## config.mk

```make
export PLATFORM = sky130hd
export DESIGN_NAME = register_file_flat
export DESIGN_NICKNAME = d
export VERILOG_FILES = /design/src/rtl/proc_pkg.sv /design/src/rtl/register_file_if.sv /design/src/rtl/regfile_read_port.sv /design/src/rtl/register_file.sv /design/src/flat_wrapper.sv
export SDC_FILE = /design/constraint.sdc
export NUM_CORES = 1
export LEC_CHECK = 0
export BUFFER_PORTS_ARGS = -buffer_cell sky130_fd_sc_hd__buf_4
export CAP_MARGIN = 20
export CORE_UTILIZATION = 60
export CTS_BUF_LIST = sky130_fd_sc_hd__clkbuf_2
export CTS_CLUSTER_DIAMETER = 60
export DETAILED_ROUTE_END_ITERATION = 6
export GPL_ROUTABILITY_DRIVEN = 0
export PLACE_DENSITY = 0.81
export SLEW_MARGIN = 10
export SYNTH_ARGS = -nofsm -noshare
export SYNTH_HDL_FRONTEND = slang
export SYNTH_HIERARCHICAL = 1
export SYNTH_SLANG_ARGS = --single-unit
```

## constraint.sdc

```tcl
create_clock -name clk -period 1.96 [get_ports clk]
set_clock_uncertainty 0.05 [all_clocks]
set_input_delay 0 -clock clk [delete_from_list [all_inputs] [get_ports clk]]
set_output_delay 0 -clock clk [all_outputs]
set_load 0.01 [all_outputs]
```

## src/rtl/proc_pkg.sv

```systemverilog
// Shared processor types and sizing for the register file and its neighbours
// (decode write-register-select mux, decoder).
package proc_pkg;

  localparam int unsigned DATA_W = 8;
  localparam int unsigned REG_N  = 8;
  localparam int unsigned NUM_W  = $clog2(REG_N);

  typedef logic [NUM_W-1:0]  reg_num_t;
  typedef logic [DATA_W-1:0] data_t;
  typedef data_t [REG_N-1:0] reg_array_t;

  // True when a read must be served from the write-back stage instead of the array.
  function automatic logic stage_hit(input logic valid, input reg_num_t stg_num,
                                     input reg_num_t rd_num);
    return valid && (stg_num == rd_num);
  endfunction

endpackage

```

## src/rtl/register_file_if.sv

```systemverilog
// Register-file bus: two read ports, one write port and the condition-flag update.
// The core side is the master; the register file is the slave.
interface register_file_if;
  import proc_pkg::*;

  reg_num_t rd_a_num;
  reg_num_t rd_b_num;
  data_t    rd_a_data;
  data_t    rd_b_data;
  logic     wr_en;
  reg_num_t wr_num;
  data_t    wr_data;
  logic     flag_we;
  logic     flag_in;
  logic     flag_out;
  logic     wb_pending;

  modport master (
    output rd_a_num, rd_b_num, wr_en, wr_num, wr_data, flag_we, flag_in,
    input  rd_a_data, rd_b_data, flag_out, wb_pending
  );

  modport slave (
    input  rd_a_num, rd_b_num, wr_en, wr_num, wr_data, flag_we, flag_in,
    output rd_a_data, rd_b_data, flag_out, wb_pending
  );

endinterface

```

## src/rtl/regfile_read_port.sv

```systemverilog
// One combinational read port: bypass from the write-back stage, else array select.
module regfile_read_port
  import proc_pkg::*;
(
  input  reg_array_t i_regs,
  input  logic       i_stg_valid,
  input  reg_num_t   i_stg_num,
  input  data_t      i_stg_data,
  input  reg_num_t   i_rd_num,
  output data_t      o_rd_data
);

  logic w_hit;

  assign w_hit     = stage_hit(i_stg_valid, i_stg_num, i_rd_num);
  assign o_rd_data = w_hit ? i_stg_data : i_regs[i_rd_num];

endmodule

```

## src/rtl/register_file.sv

```systemverilog
// Eight-entry general-purpose register file with a one-deep write-back stage,
// stage bypass on both read ports, and the architectural condition flag.
module register_file
  import proc_pkg::*;
(
  input  logic            clk,
  input  logic            rst_n,
  register_file_if.slave  bus
);

  reg_array_t r_regs;
  logic       r_stg_valid;
  reg_num_t   r_stg_num;
  data_t      r_stg_data;
  logic       r_flag;

  // The stage commits on the same edge it is refilled, so back-to-back writes
  // to one register retire in order and the newer value is the one bypassed.
  always_ff @(posedge clk or negedge rst_n) begin
    if (!rst_n) begin
      r_regs      <= '0;
      r_stg_valid <= 1'b0;
      r_stg_num   <= '0;
      r_stg_data  <= '0;
      r_flag      <= 1'b0;
    end else begin
      if (r_stg_valid) begin
        r_regs[r_stg_num] <= r_stg_data;
      end
      r_stg_valid <= bus.wr_en;
      if (bus.wr_en) begin
        r_stg_num  <= bus.wr_num;
        r_stg_data <= bus.wr_data;
      end
      if (bus.flag_we) begin
        r_flag <= bus.flag_in;
      end
    end
  end

  regfile_read_port u_read_a (
    .i_regs      (r_regs),
    .i_stg_valid (r_stg_valid),
    .i_stg_num   (r_stg_num),
    .i_stg_data  (r_stg_data),
    .i_rd_num    (bus.rd_a_num),
    .o_rd_data   (bus.rd_a_data)
  );

  regfile_read_port u_read_b (
    .i_regs      (r_regs),
    .i_stg_valid (r_stg_valid),
    .i_stg_num   (r_stg_num),
    .i_stg_data  (r_stg_data),
    .i_rd_num    (bus.rd_b_num),
    .o_rd_data   (bus.rd_b_data)
  );

  assign bus.flag_out   = r_flag;
  assign bus.wb_pending = r_stg_valid;

endmodule

```

## src/flat_wrapper.sv

```systemverilog
// flat-port wrapper written by rule: the top's interface ports become plain ports
module register_file_flat import proc_pkg::*;
  (clk, rst_n, bus_rd_a_num, bus_rd_b_num, bus_wr_en, bus_wr_num, bus_wr_data, bus_flag_we, bus_flag_in, bus_rd_a_data, bus_rd_b_data, bus_flag_out, bus_wb_pending);
  register_file_if bus_i ();
  input  logic clk;
  input  logic rst_n;
  input wire logic [$bits(bus_i.rd_a_num)-1:0] bus_rd_a_num;
  input wire logic [$bits(bus_i.rd_b_num)-1:0] bus_rd_b_num;
  input wire logic [$bits(bus_i.wr_en)-1:0] bus_wr_en;
  input wire logic [$bits(bus_i.wr_num)-1:0] bus_wr_num;
  input wire logic [$bits(bus_i.wr_data)-1:0] bus_wr_data;
  input wire logic [$bits(bus_i.flag_we)-1:0] bus_flag_we;
  input wire logic [$bits(bus_i.flag_in)-1:0] bus_flag_in;
  output wire logic [$bits(bus_i.rd_a_data)-1:0] bus_rd_a_data;
  output wire logic [$bits(bus_i.rd_b_data)-1:0] bus_rd_b_data;
  output wire logic [$bits(bus_i.flag_out)-1:0] bus_flag_out;
  output wire logic [$bits(bus_i.wb_pending)-1:0] bus_wb_pending;
  assign bus_i.rd_a_num = bus_rd_a_num;
  assign bus_i.rd_b_num = bus_rd_b_num;
  assign bus_i.wr_en = bus_wr_en;
  assign bus_i.wr_num = bus_wr_num;
  assign bus_i.wr_data = bus_wr_data;
  assign bus_i.flag_we = bus_flag_we;
  assign bus_i.flag_in = bus_flag_in;
  assign bus_rd_a_data = bus_i.rd_a_data;
  assign bus_rd_b_data = bus_i.rd_b_data;
  assign bus_flag_out = bus_i.flag_out;
  assign bus_wb_pending = bus_i.wb_pending;
  register_file u_core (.clk(clk), .rst_n(rst_n), .bus(bus_i));
endmodule
```

Word level (Yosys, flattened, before mapping)
Index checks and enable logic that the tools add are counted.

operators by class
  $lt $le $gt $ge = 4
  equal/unequal tests = 2
  mux-type cells = 9
  reductions and logical operators = 3

operator list
  kind                count
  $bwmux 64           1
  $bmux 8 s3          2
  $mux 8              5
  $demux 8 s3         1
  $lt 3x4->1 const B  3
  $eq 3x3->1          2
  $ge 3x1->1 const B  1
  $logic_and 1x1->1   3

storage, ports and cells
  register bits after elaboration = 77
  input port bits = 22
  logic and storage cells = 30

Logic depth before layout (Yosys ltp)
Gate-level depths: netlist (run 1).

  depth after elaboration = 5
  depth in mapped cells = 5
  depth with buffers taken out = 3

Modules after synthesis
Netlist (run 1), hierarchy kept.

by module, submodules not included
  module             times used  cells each  area an instance (µm²)
  register_file      1           169         2916.5
  regfile_read_port  2           41          660.6

Worst setup path after synthesis (run 1)
OpenSTA, ideal clock, no wires.

  kind = reg2reg
  start point = register u_core.r_stg_num[2]
  end point = register u_core/r_regs[0] in the netlist's numbering
  data arrival time = 1.383 ns
  required time = 1.785 ns
  path slack = 0.403 ns
  stages on the path, launching flop included = 4
  cell sequence = dfrtp_1 buf_4 nor4b_4 mux2_2

on the way
  cells in the longest elaborated chain, start to end = 5
  elaborated cells on any way between the ends = 6
  classes of those cells = order compare (2); mux (3); reduce/logical (1)

ends and longest elaborated chain
  element                                                         line                 source
  start, declared                                                 register_file.sv:13  reg_num_t r_stg_num;
  start signal, assigned                                          register_file.sv:32  r_stg_num <= bus.wr_num;
  $lt 3x4->1 (implied by the code) or $ge 3x1->1 (tied branches)  register_file.sv:28  r_regs[r_stg_num] <= r_stg_data;
  $logic_and 1x1->1 (implied by the code)                         register_file.sv:28
  $mux 8 (implied by the code)                                    register_file.sv:28
  $demux 8 s3 (*)                                                 n/a
  $bwmux 64 (*)                                                   register_file.sv:28
  end signal, assigned by index                                   register_file.sv:28
  end, declared                                                   register_file.sv:11  reg_array_t r_regs;

Every way passes the cells marked *; elsewhere a longest branch is shown, timed or not.
A chain may end at the register's enable or synchronous reset.

Worst setup path in the final report (run 1)
  start point = register u_core/r_regs[28] in the netlist's numbering
  end point = output bus_rd_b_data[4]

on the way
  cells in the longest elaborated chain, start to end = 3

ends and longest elaborated chain
  element                       line                     source
  $bmux 8 s3                    regfile_read_port.sv:16  assign o_rd_data = w_hit ? i_stg_data : i_regs[i_rd_num];
  $mux 8 (implied by the code)  regfile_read_port.sv:16
  $mux 8                        regfile_read_port.sv:16
  end, declared                 flat_wrapper.sv:15       output wire logic [$bits(bus_i.rd_b_data)-1:0] bus_rd_b_data;

Every way passes these cells. The select of a mux whose other input is x is not followed.

==> impl_results.md, run 1 <==
* Outcome: finished with violations
* Failing checks: negative setup slack
* Peak supply drop at 712 µV
* Fmax at 461 MHz
* Crit start category: flip-flop
* LEAKAGE at 2.26 nW
* CTS tree: done
* Final setup margin at -0.211 ns
* CP top delay family: multiplexers
* Area leader, netlist: dfrtp_1
* Worst slew pin tran at 0.975 ns
* Area grow syn2layout at 22.3%
* CP Max Fanout at 3
* Synth warnings at 6
* Critical-path cell list: mux4_2, mux2_4, mux2_4, buf_6
* GR Overflow Total at 0
* Final ANT Viol Nets at 0
* Slowest-stage cell, CP: mux4_2
* Cts bufs inserted at 9
* Setup_tns at -2.84 ns
* Mean Syn Cell Area at 16.9 µm²
* Total GRT Usage at 0.294
* Vias in the first global route at 2822
* Worst path buffer plus inverter count at 1
* CP max stage delay at 0.49 ns
* Reg2reg setup slack at 0.16 ns
* Most frequent CP cell: mux2_4
* Grt met2 use at 0.462
* HP Class: in2reg
* First-pass GRT wire length at 15700 µm
* Height of the die at 86.0 µm
* Die area at 7400 µm²
* Hold Vio Cnt, Final at 0
* Mapped Nets at 273
* Detail Placement HPWL at 5860 µm
* Final core utilization at 0.763
* Synth unique cells at 15
* Die Wd at 86.0 µm
* Critical path type: reg2out
* Commonest non-fill, non-tap cell in the layout: mux2_2
* H-tree Lvls at 3
* Drt via density at 6.31
* Synthesized flop and latch total at 77
* Post-synthesis cell count at 251
* Crit path DAT at 2.12 ns
* Clk Latency, worst-skew pair at 0.50 ns
* M1 GR Usage at 0.417
* Seq/Total Area, Yosys at 0.455
* Ports at 40
* Req. time, crit path at 1.91 ns
* Row count at 30
* Nets at 350
* Yosys top cell area share at 0.455
* Commonest cells after routing, fill and taps aside: 76 x mux2_2, 74 x dfrtp_1, 45 x buf_4
* Slew Viols, Final at 0
* CP Capture Type: output port
* Initial Util at 0.624
* Power Density at 1180 nW/µm²
* DRT iter0 DRCs at 162
* CTS Root Cell: clkbuf_2
* Routed len/inst at 23.8 µm
* DRC errors left at 0
* Final Cycle Share at 1.11
* Initial antenna violation count at 0
* First-pass DRT Iterations at 4
* GR peak layer: met2
* Max clock buf depth at 2
* I/O Buffers at 39
* RSZ-0062 raised after global routing: yes
* Synthesized cell area at 4240 µm²
* Largest net degree at the start of global routing at 57
* Share of post-route cells with drive strength above 1 at 0.664
* Setup violators final at 16
* CORE AREA at 6790 µm²
* Antenna cells at 0
* Clock sinks at 77
* Total wire length at 10200 µm
* Clk pin slew, worst setup/hold paths at 0.22 ns
* M3 GR Usage at 0.0500
* Vias at 2708
* Final Critical Period at 2.17 ns
* Max-Cap Viols at 0
* Max_slew headroom at 0.348
* Synth area leaders: dfrtp_1 45%, mux2_2 28%, mux4_1 11%, mux4_2 7.4%, buf_6 1.3%
## synthesized netlist by cell type
library cell and count:
nor4b_4 1, xnor2_1 6, nor4bb_1 3, mux2_2 106
clkbuf_1 5, buf_12 2, buf_2 5, buf_4 1
dfrtp_1 77, nand4b_1 3, mux2_4 2, nand4_1 3
mux4_1 18, mux4_2 14, buf_6 5
## routing by layer
layer | wire, µm | part of all wire | vias up
li1 | - | - | 1131
met1 | 4340 | 0.42 | 1444
met2 | 5070 | 0.50 | 110
met3 | 536 | 0.052 | 23
met4 | 268 | 0.026 | 0
met5 | 0 | 0 | -
## layout make-up
class,instances,area (µm²)
fillers,421,1610
flip-flops and latches,77,1930
multi-input cells,156,2210
well taps,96,120
clock inverters,7,114
clock buffers,9,45.0
repair buffers,84,758
## what timing repair did
action | 4_1_cts | 5_1_grt
hold buffers | 22 | 0
setup buffers | 2 | 9
endpoints found under the setup margin | 16 | 16
endpoints found under the hold margin | 90 | 0
resized for setup | 59 | 8
## logic make-up (layout without fill, tap and decap cells)
kind of cell / Yosys count / count (layout) / synth area share
xor+xnor: 6 / 6 / 0.0124
simple gates: 10 / 10 / 0.0233
flops: 77 / 77 / 0.455
buf+inv: 18 / 100 / 0.0348
mux: 140 / 140 / 0.475
## where the power goes
part / total (W) / internal, W / switching (W) / leakage (nW)
Clock: 0.00110 / 0.000544 / 0.000559 / 0.0872
Combinational: 0.00240 / 0.00168 / 0.000722 / 1.25
Sequential: 0.00261 / 0.00213 / 0.000480 / 0.918
Total: 0.00611 / 0.00435 / 0.00176 / 2.26
## sequential cells by signal, summed over array words and instances, names as in the netlist
signal	cells
u_core/r_regs	64
u_core/bus.flag_out	1
u_core/bus.wb_pending	1
u_core/r_stg_num	3
u_core/r_stg_data	8
## path summary, 6_finish.rpt
| path | from | to | cells after the start |
|---|---|---|---|
| setup / recovery | u_core/r_regs[28] | bus_rd_b_data[4] | 4 |
| hold / removal | bus_wr_num[1] | u_core/r_stg_num[1] | 3 |
| setup reg to reg | u_core/r_stg_num[1] | u_core/r_regs[37] | 4 |
| hold reg to reg | u_core/r_regs[61] | u_core/r_regs[61] | 1 |
| max in group asynchronous | rst_n | u_core/r_regs[21] | 3 |
| min in group asynchronous | rst_n | u_core/r_stg_data[3] | 4 |
## stage by stage
step	hold WS (ns)	area, µm²	cells	total power [W]	setup WS [ns]
global route	0.154	5180	429	0.00638	-0.268
detailed placement	-0.135	4610	380	0.00449	0.220
finish	0.193	5180	429	0.00611	-0.211
global placement	-0.136	4610	380	0.00437	0.268
CTS	0.176	5100	420	0.00596	-0.227
floorplan	-0.346	4240	251	0.00385	0.403
## worst min-delay path, stage by stage
cell and delay (ns):
dlygate4sd3_1 0.52, buf_4 0.09, mux2_2 0.12
Power figures use the tool's default switching activity.
==> inputs of run 2 (changes only) <==
--- a/config.mk
+++ b/config.mk
@@ -13,6 +13,7 @@
 export DETAILED_ROUTE_END_ITERATION = 6
 export GPL_ROUTABILITY_DRIVEN = 0
 export PLACE_DENSITY = 0.81
+export SKIP_LAST_GASP = 1
 export SLEW_MARGIN = 10
 export SYNTH_ARGS = -nofsm -noshare
 export SYNTH_HDL_FRONTEND = slang
==> constraint.sdc (replaced) <==
create_clock -name clk -period 1.96 [get_ports clk]
set_clock_uncertainty 0.05 [all_clocks]
set_input_delay 0.196 -clock clk [delete_from_list [all_inputs] [get_ports clk]]
set_output_delay 0.196 -clock clk [all_outputs]
set_load 0.01 [all_outputs]
==> run 2 against run 1 <==
The run still ends with negative setup slack left. Routed wire length decreased by 1.1%. Hold slack got worse by 0.089 ns. Total power decreased by 1.5%. Critical path type unchanged. Highest routed layer unchanged.
==> impl_results.md, run 2 (synthesized netlist as in run 1, its figures left out) <==
* Clock sinks at 77 (unchanged)
* Clk Latency, worst-skew pair at 0.52 ns (+0.02 ns)
* Detail Placement HPWL at 6540 µm (+12%)
* LEAKAGE at 2.30 nW (+1.9%)
* Commonest non-fill, non-tap cell in the layout: mux2_2
* Row count at 30 (unchanged)
* Clk pin slew, worst setup/hold paths at 0.23 ns (about the same)
* I/O Buffers at 39 (unchanged)
* Power Density at 1150 nW/µm² (-2.2%)
* Reg2reg start: u_core/r_stg_num[0]
* Peak supply drop at 724 µV (+1.7%)
* Total wire length at 10100 µm (-1.1%)
* Initial antenna violation count at 0 (unchanged)
* Final core utilization at 0.768 (+0.00516)
* GR Overflow Total at 0 (unchanged)
* Dpl cell area at 4750 µm² (+3.1%)
* Ports at 40 (unchanged)
* Crit path DAT at 2.15 ns (+0.03 ns)
* Reg2reg end: u_core/r_regs[9]
* CTS tree: done
* Max clock buf depth at 2 (unchanged)
* Slew Viols, Final at 0 (unchanged)
* Die Wd at 86.0 µm (unchanged)
* Hold Vio Cnt, Final at 0 (unchanged)
* Met3 WL post-DR at 580 µm (+8.2%)
* Failing checks: negative setup slack
* Fill cells at 393 (-6.7%)
* Worst slew pin tran at 0.673 ns (-0.302 ns)
* Final setup margin at -0.435 ns (-0.224 ns)
* Vias in the first global route at 2850 (+0.99%)
* Dpl cells at 394 (+3.7%)
* Layout Cells excl Fill at 434 (+1.2%)
* Antenna cells at 0 (unchanged)
* CORE AREA at 6790 µm² (unchanged)
* FF-to-FF path depth at 3 (-1)
* Design Area, Final at 5220 µm² (+0.68%)
* First-pass DRT Iterations at 4 (unchanged)
* RSZ-0062 raised after global routing: yes
* CP Capture Type: output port
* Req. time, crit path at 1.71 ns (-0.20 ns)
* Routed len/inst at 23.3 µm (-2.2%)
* Reg2reg setup slack at 0.03 ns (-0.13 ns)
* Total GRT Usage at 0.299 (+0.00482)
* HP Class: in2async
* CTS Root Cell: clkbuf_2
* Commonest cells after routing, fill and taps aside: 76 x mux2_2, 74 x dfrtp_1, 55 x buf_4
* Cts bufs inserted at 9 (unchanged)
* Nets at 356 (+1.7%)
* Setup violators final at 16 (unchanged)
* Setup_tns at -6.37 ns (-3.53 ns)
* Largest register FFs at 64 (unchanged)
* Die area at 7400 µm² (unchanged)
* H-tree Lvls at 3 (unchanged)
* CP Max Fanout at 3 (unchanged)
* Setup WS pre-CTS at -0.0621 ns (-0.282 ns)
* Height of the die at 86.0 µm (unchanged)
* DRC errors left at 0 (unchanged)
* Metal-1 WL at 4240 µm (-2.3%)
* Drt via density at 6.28 (-0.53%)
* Fmax at 418 MHz (-9.3%)
* DR WL met2 at 5110 µm (+0.81%)
* DRT iter0 DRCs at 208 (+28%)
* First-pass GRT wire length at 15800 µm (+0.92%)
* Share of post-route cells with drive strength above 1 at 0.695 (+0.0316)
* Final Critical Period at 2.39 ns (+0.224 ns)
* Uppermost layer routed: met4
* Final ANT Viol Nets at 0 (unchanged)
* Crit start category: flip-flop
* Largest net degree at the start of global routing at 42 (-26%)
* Vias at 2725 (+0.63%)
* Outcome: finished with violations
* Initial Util at 0.624 (unchanged)
* Largest Register: u_core/r_regs
* Critical path type: reg2out
* Max_slew headroom at 0.546 (+0.198)
* Max-Cap Viols at 0 (unchanged)
* Largest registers: u_core/r_regs x64, u_core/r_stg_data x8, u_core/r_stg_num x3
* Area grow syn2layout at 23.1%
* Final Cycle Share at 1.22 (+0.114)
==> run 2: cell types whose count changed in the layout (fill, tap and decap cells not counted) <==
cell	delta
buf_12	+3
buf_4	+10
bufinv_16	-1
clkbuf_2	+2
clkinv_1	-2
clkinv_2	+1
clkinvlp_4	-1
dlygate4sd3_1	-7
==> run 2: final cells by class <==
type | instances | area, µm² | area share
multi-input combinational | 156 | 2210 | 0.424
sequential | 77 | 1930 | 0.370
timing repair buffer | 90 | 823 | 0.158
tap | 96 | 120 | 0.0230
clock inverter | 4 | 73.8 | 0.0141
clock buffer | 11 | 55.1 | 0.0106
==> run 2: what timing repair did <==
item / in CTS / in global routing
endpoints found under the setup margin: 24 / 16
buffers inserted: 5 / 5
endpoints found under the hold margin: 52 / 0
hold buffers: 15 / 0
gates resized for setup: 63 / 4
==> run 2: how the worst max path moves through the flow <==
stage,from,to
after floorplan,bus_rd_a_num[1],bus_rd_a_data[0]
after global placement,u_core/r_stg_num[0],u_core/r_regs[8]
after detailed placement,u_core/r_stg_num[0],u_core/r_regs[8]
after CTS,u_core/r_regs[58],bus_rd_a_data[2]
after global routing,u_core/r_regs[60],bus_rd_b_data[4]
final,u_core/r_regs[62],bus_rd_b_data[6]
==> run 2: power by group <==
group	switching (W)	internal (W)
clock network	0.000551	0.000427
logic	0.000720	0.00169
registers	0.000496	0.00213
total	0.00177	0.00425
==> run 2: worst max-delay path, cell delays in order, from the launching register on <==
cell	delay, ns
dfrtp_1	0.47
mux4_2	0.50
mux2_4	0.27
mux2_4	0.27
buf_6	0.12
==> run 2: through the flow <==
| step | power, W | hold WS, ns |
|---|---|---|
| after CTS | 0.00593 | 0.110 |
| after floorplan | 0.00385 | -0.150 |
| after global routing | 0.00629 | 0.114 |
| after global placement | 0.00442 | 0.165 |
| after detailed placement | 0.00454 | 0.172 |
| final | 0.00601 | 0.104 |
==> run 2: routing by layer <==
metal,up-vias,GRT usage
met4,0,0.120
met5,-,0
met2,105,0.466
met1,1462,0.418
li1,1141,-
met3,17,0.0587
==> inputs of run 3 (changes only) <==
--- a/config.mk
+++ b/config.mk
@@ -13,6 +13,7 @@
 export DETAILED_ROUTE_END_ITERATION = 6
 export GPL_ROUTABILITY_DRIVEN = 0
 export PLACE_DENSITY = 0.81
+export SETUP_SLACK_MARGIN = 0.1
 export SKIP_LAST_GASP = 1
 export SLEW_MARGIN = 10
 export SYNTH_ARGS = -nofsm -noshare
==> run 3 against run 2 <==
The flow still finishes with violations (negative setup slack). Die area unchanged. Highest routed layer unchanged. Global-route usage fell by 1.9 points. Non-clock buffer count fell by 14. Clock-buffer cell count shrank 1. Hold slack better by 0.012 ns. Final area fell by 2.3%. Setup slack better by 0.016 ns. Clock power decreased by 15%. Largest power group unchanged. Sequential cell count did not move.
==> impl_results.md, run 3 (synthesized netlist as in run 1, its figures left out) <==
* Outcome: finished with violations
* Failing checks: negative setup slack
* FF-to-FF path depth at 4 (+1)
* Crit path DAT at 2.13 ns (-0.02 ns)
* Final Cycle Share at 1.21 (-0.00822)
* Final setup margin at -0.419 ns (+0.0161 ns)
* Initial Util at 0.624 (unchanged)
* RSZ-0062 raised after global routing: yes
* CTS Root Cell: clkbuf_2
* Switching Fraction at 0.296 (+0.00250)
* CTS tree: done
* Worst slew pin tran at 0.515 ns (-0.158 ns)
* Total power at 0.00574 W (-4.6%)
* Reg2reg setup slack at 0.28 ns (+0.25 ns)
* Fmax at 420 MHz (+0.68%)
* Max_slew headroom at 0.657 (+0.111)
* Area grow syn2layout at 20.3%
* Req. time, crit path at 1.71 ns (about the same)
* Routed len/inst at 22.4 µm (-3.9%)
* Crit start category: flip-flop
* Ports at 40 (unchanged)
* Cts bufs inserted at 9 (unchanged)
* CORE AREA at 6790 µm² (unchanged)
* LEAKAGE at 2.21 nW (-3.8%)
* Total GRT Usage at 0.279 (-0.0195)
* Total wire length at 9420 µm (-6.8%)
* Final ANT Viol Nets at 0 (unchanged)
* Vias at 2571 (-5.7%)
* Largest registers: u_core/r_regs x64, u_core/r_stg_data x8, u_core/r_stg_num x3
* HP Class: in2async
* Commonest cells after routing, fill and taps aside: 78 x mux2_2, 74 x dfrtp_1, 40 x buf_4
* Die Wd at 86.0 µm (unchanged)
* Drt via density at 6.11 (-2.7%)
* Largest register FFs at 64 (unchanged)
* Psw at 0.00170 W (-3.8%)
* Internal power at 0.00404 W (-5.0%)
* Slew Viols, Final at 0 (unchanged)
* First-pass GRT wire length at 14800 µm (-6.3%)
* Clock sinks at 77 (unchanged)
* DRT iter0 DRCs at 120 (-42%)
* Initial antenna violation count at 0 (unchanged)
* Critical path type: reg2out
* H-tree Lvls at 3 (unchanged)
* Reg2reg end: u_core/r_regs[4]
* Clk Latency, worst-skew pair at 0.51 ns (about the same)
* Final Critical Period at 2.38 ns (-0.0161 ns)
* First-pass DRT Iterations at 4 (unchanged)
* Vias in the first global route at 2681 (-5.9%)
* Height of the die at 86.0 µm (unchanged)
* DRC errors left at 0 (unchanged)
* Layout Cells excl Fill at 421 (-3.0%)
* Max-Cap Viols at 0 (unchanged)
* Hold Vio Cnt, Final at 0 (unchanged)
* Clock Power Share at 0.145 (-0.018)
* CP Max Fanout at 3 (unchanged)
* CP Capture Type: output port
* Clk pin slew, worst setup/hold paths at 0.21 ns (-0.02 ns)
* Largest net degree at the start of global routing at 40 (-4.8%)
* Max clock buf depth at 2 (unchanged)
* Peak supply drop at 883 µV (+22%)
* Die area at 7400 µm² (unchanged)
* Largest Register: u_core/r_regs
* Setup violators final at 16 (unchanged)
* Nets at 342 (-3.9%)
* Flop pwr share at 0.455 (+0.019)
* Share of post-route cells with drive strength above 1 at 0.677 (-0.0183)
* Row count at 30 (unchanged)
* Power Density at 1130 nW/µm² (-2.4%)
* Logic pwr share at 0.400 (about the same)
* GR Overflow Total at 0 (unchanged)
* Reg2reg start: u_core/r_stg_num[0]
* Detail Placement HPWL at 6070 µm (-7.2%)
* Antenna cells at 0 (unchanged)
* Commonest non-fill, non-tap cell in the layout: mux2_2
* Dpl cells at 388 (-1.5%)
* I/O Buffers at 39 (unchanged)
[run 3: changes by cell type in the layout (fill, tap and decap cells not counted), moves of 2 or more]
cell      before  now
buf_4         55   40
clkinv_1       0    3
mux2_2        76   78
mux2_4        32   30
[run 3: final cells by class]
type,instances,area [µm²]
Multi-Input combinational cell,156,2210
Sequential cell,77,1930
Fill cell,439,1700
Timing Repair Buffer,76,731
Tap cell,96,120
Clock inverter,6,53.8
Clock buffer,10,50.0
[run 3: worst max path at each step]
stage                       from               end  slack (ns)  cells past startpoint
6_report        u_core/r_regs[0]  bus_rd_a_data[0]       -0.42                      4
5_1_grt         u_core/r_regs[3]  bus_rd_a_data[3]       -0.51                      4
4_1_cts        u_core/r_regs[24]  bus_rd_a_data[0]       -0.43                      4
3_5_place_dp     bus_rd_b_num[0]  bus_rd_b_data[1]        0.03                      6
3_3_place_gp     bus_rd_b_num[0]  bus_rd_b_data[6]        0.03                      6
2_1_floorplan    bus_rd_a_num[1]  bus_rd_a_data[0]        0.17                      5
[run 3: metrics by stage]
stage               setup slack [ns]   util  cell area, µm²  hold WS, ns  setup TNS, ns
floorplan                      0.171      -            4240       -0.150              0
global route                  -0.506  0.750            5100        0.107          -7.35
global placement              0.0318  0.696            4730        0.148              0
detailed placement            0.0297  0.696            4730        0.154              0
finish                        -0.419  0.750            5100        0.116          -6.02
CTS                           -0.429  0.749            5090       0.0971          -6.36
[run 3: power groups by stage]
stage          Clock [W]  Sequential, W  Combinational, W
6_report        0.000831        0.00261           0.00229
2_1_floorplan          0        0.00241           0.00144
3_5_place_dp           0        0.00260           0.00192
4_1_cts         0.000837        0.00259           0.00228
3_3_place_gp           0        0.00255           0.00186
5_1_grt         0.000914        0.00268           0.00242
[run 3: timing repair]
item / 4_1_cts / 5_1_grt
hold endpoints to repair: 90 / 0
hold buffers: 15 / 0
setup buffers: 1 / 1
resized for setup: 64 / 1
endpoints found under the setup margin: 16 / 19
cloned: 0 / 0
[run 3: worst max-delay path: stages, from the launching register on]
cell     delay (ns)
dfrtp_1        0.45
mux4_2         0.49
mux2_4         0.29
mux2_4         0.27
buf_6          0.12
[run 3: metal layers]
metal / vias up / GRT usage / share of wire / wire (µm)
li1: 1125 / - / - / -
met4: 0 / 0.0909 / 0.017 / 162
met5: - / 0 / 0 / 0
met3: 15 / 0.0539 / 0.041 / 383
met1: 1351 / 0.404 / 0.43 / 4090
met2: 80 / 0.431 / 0.51 / 4780
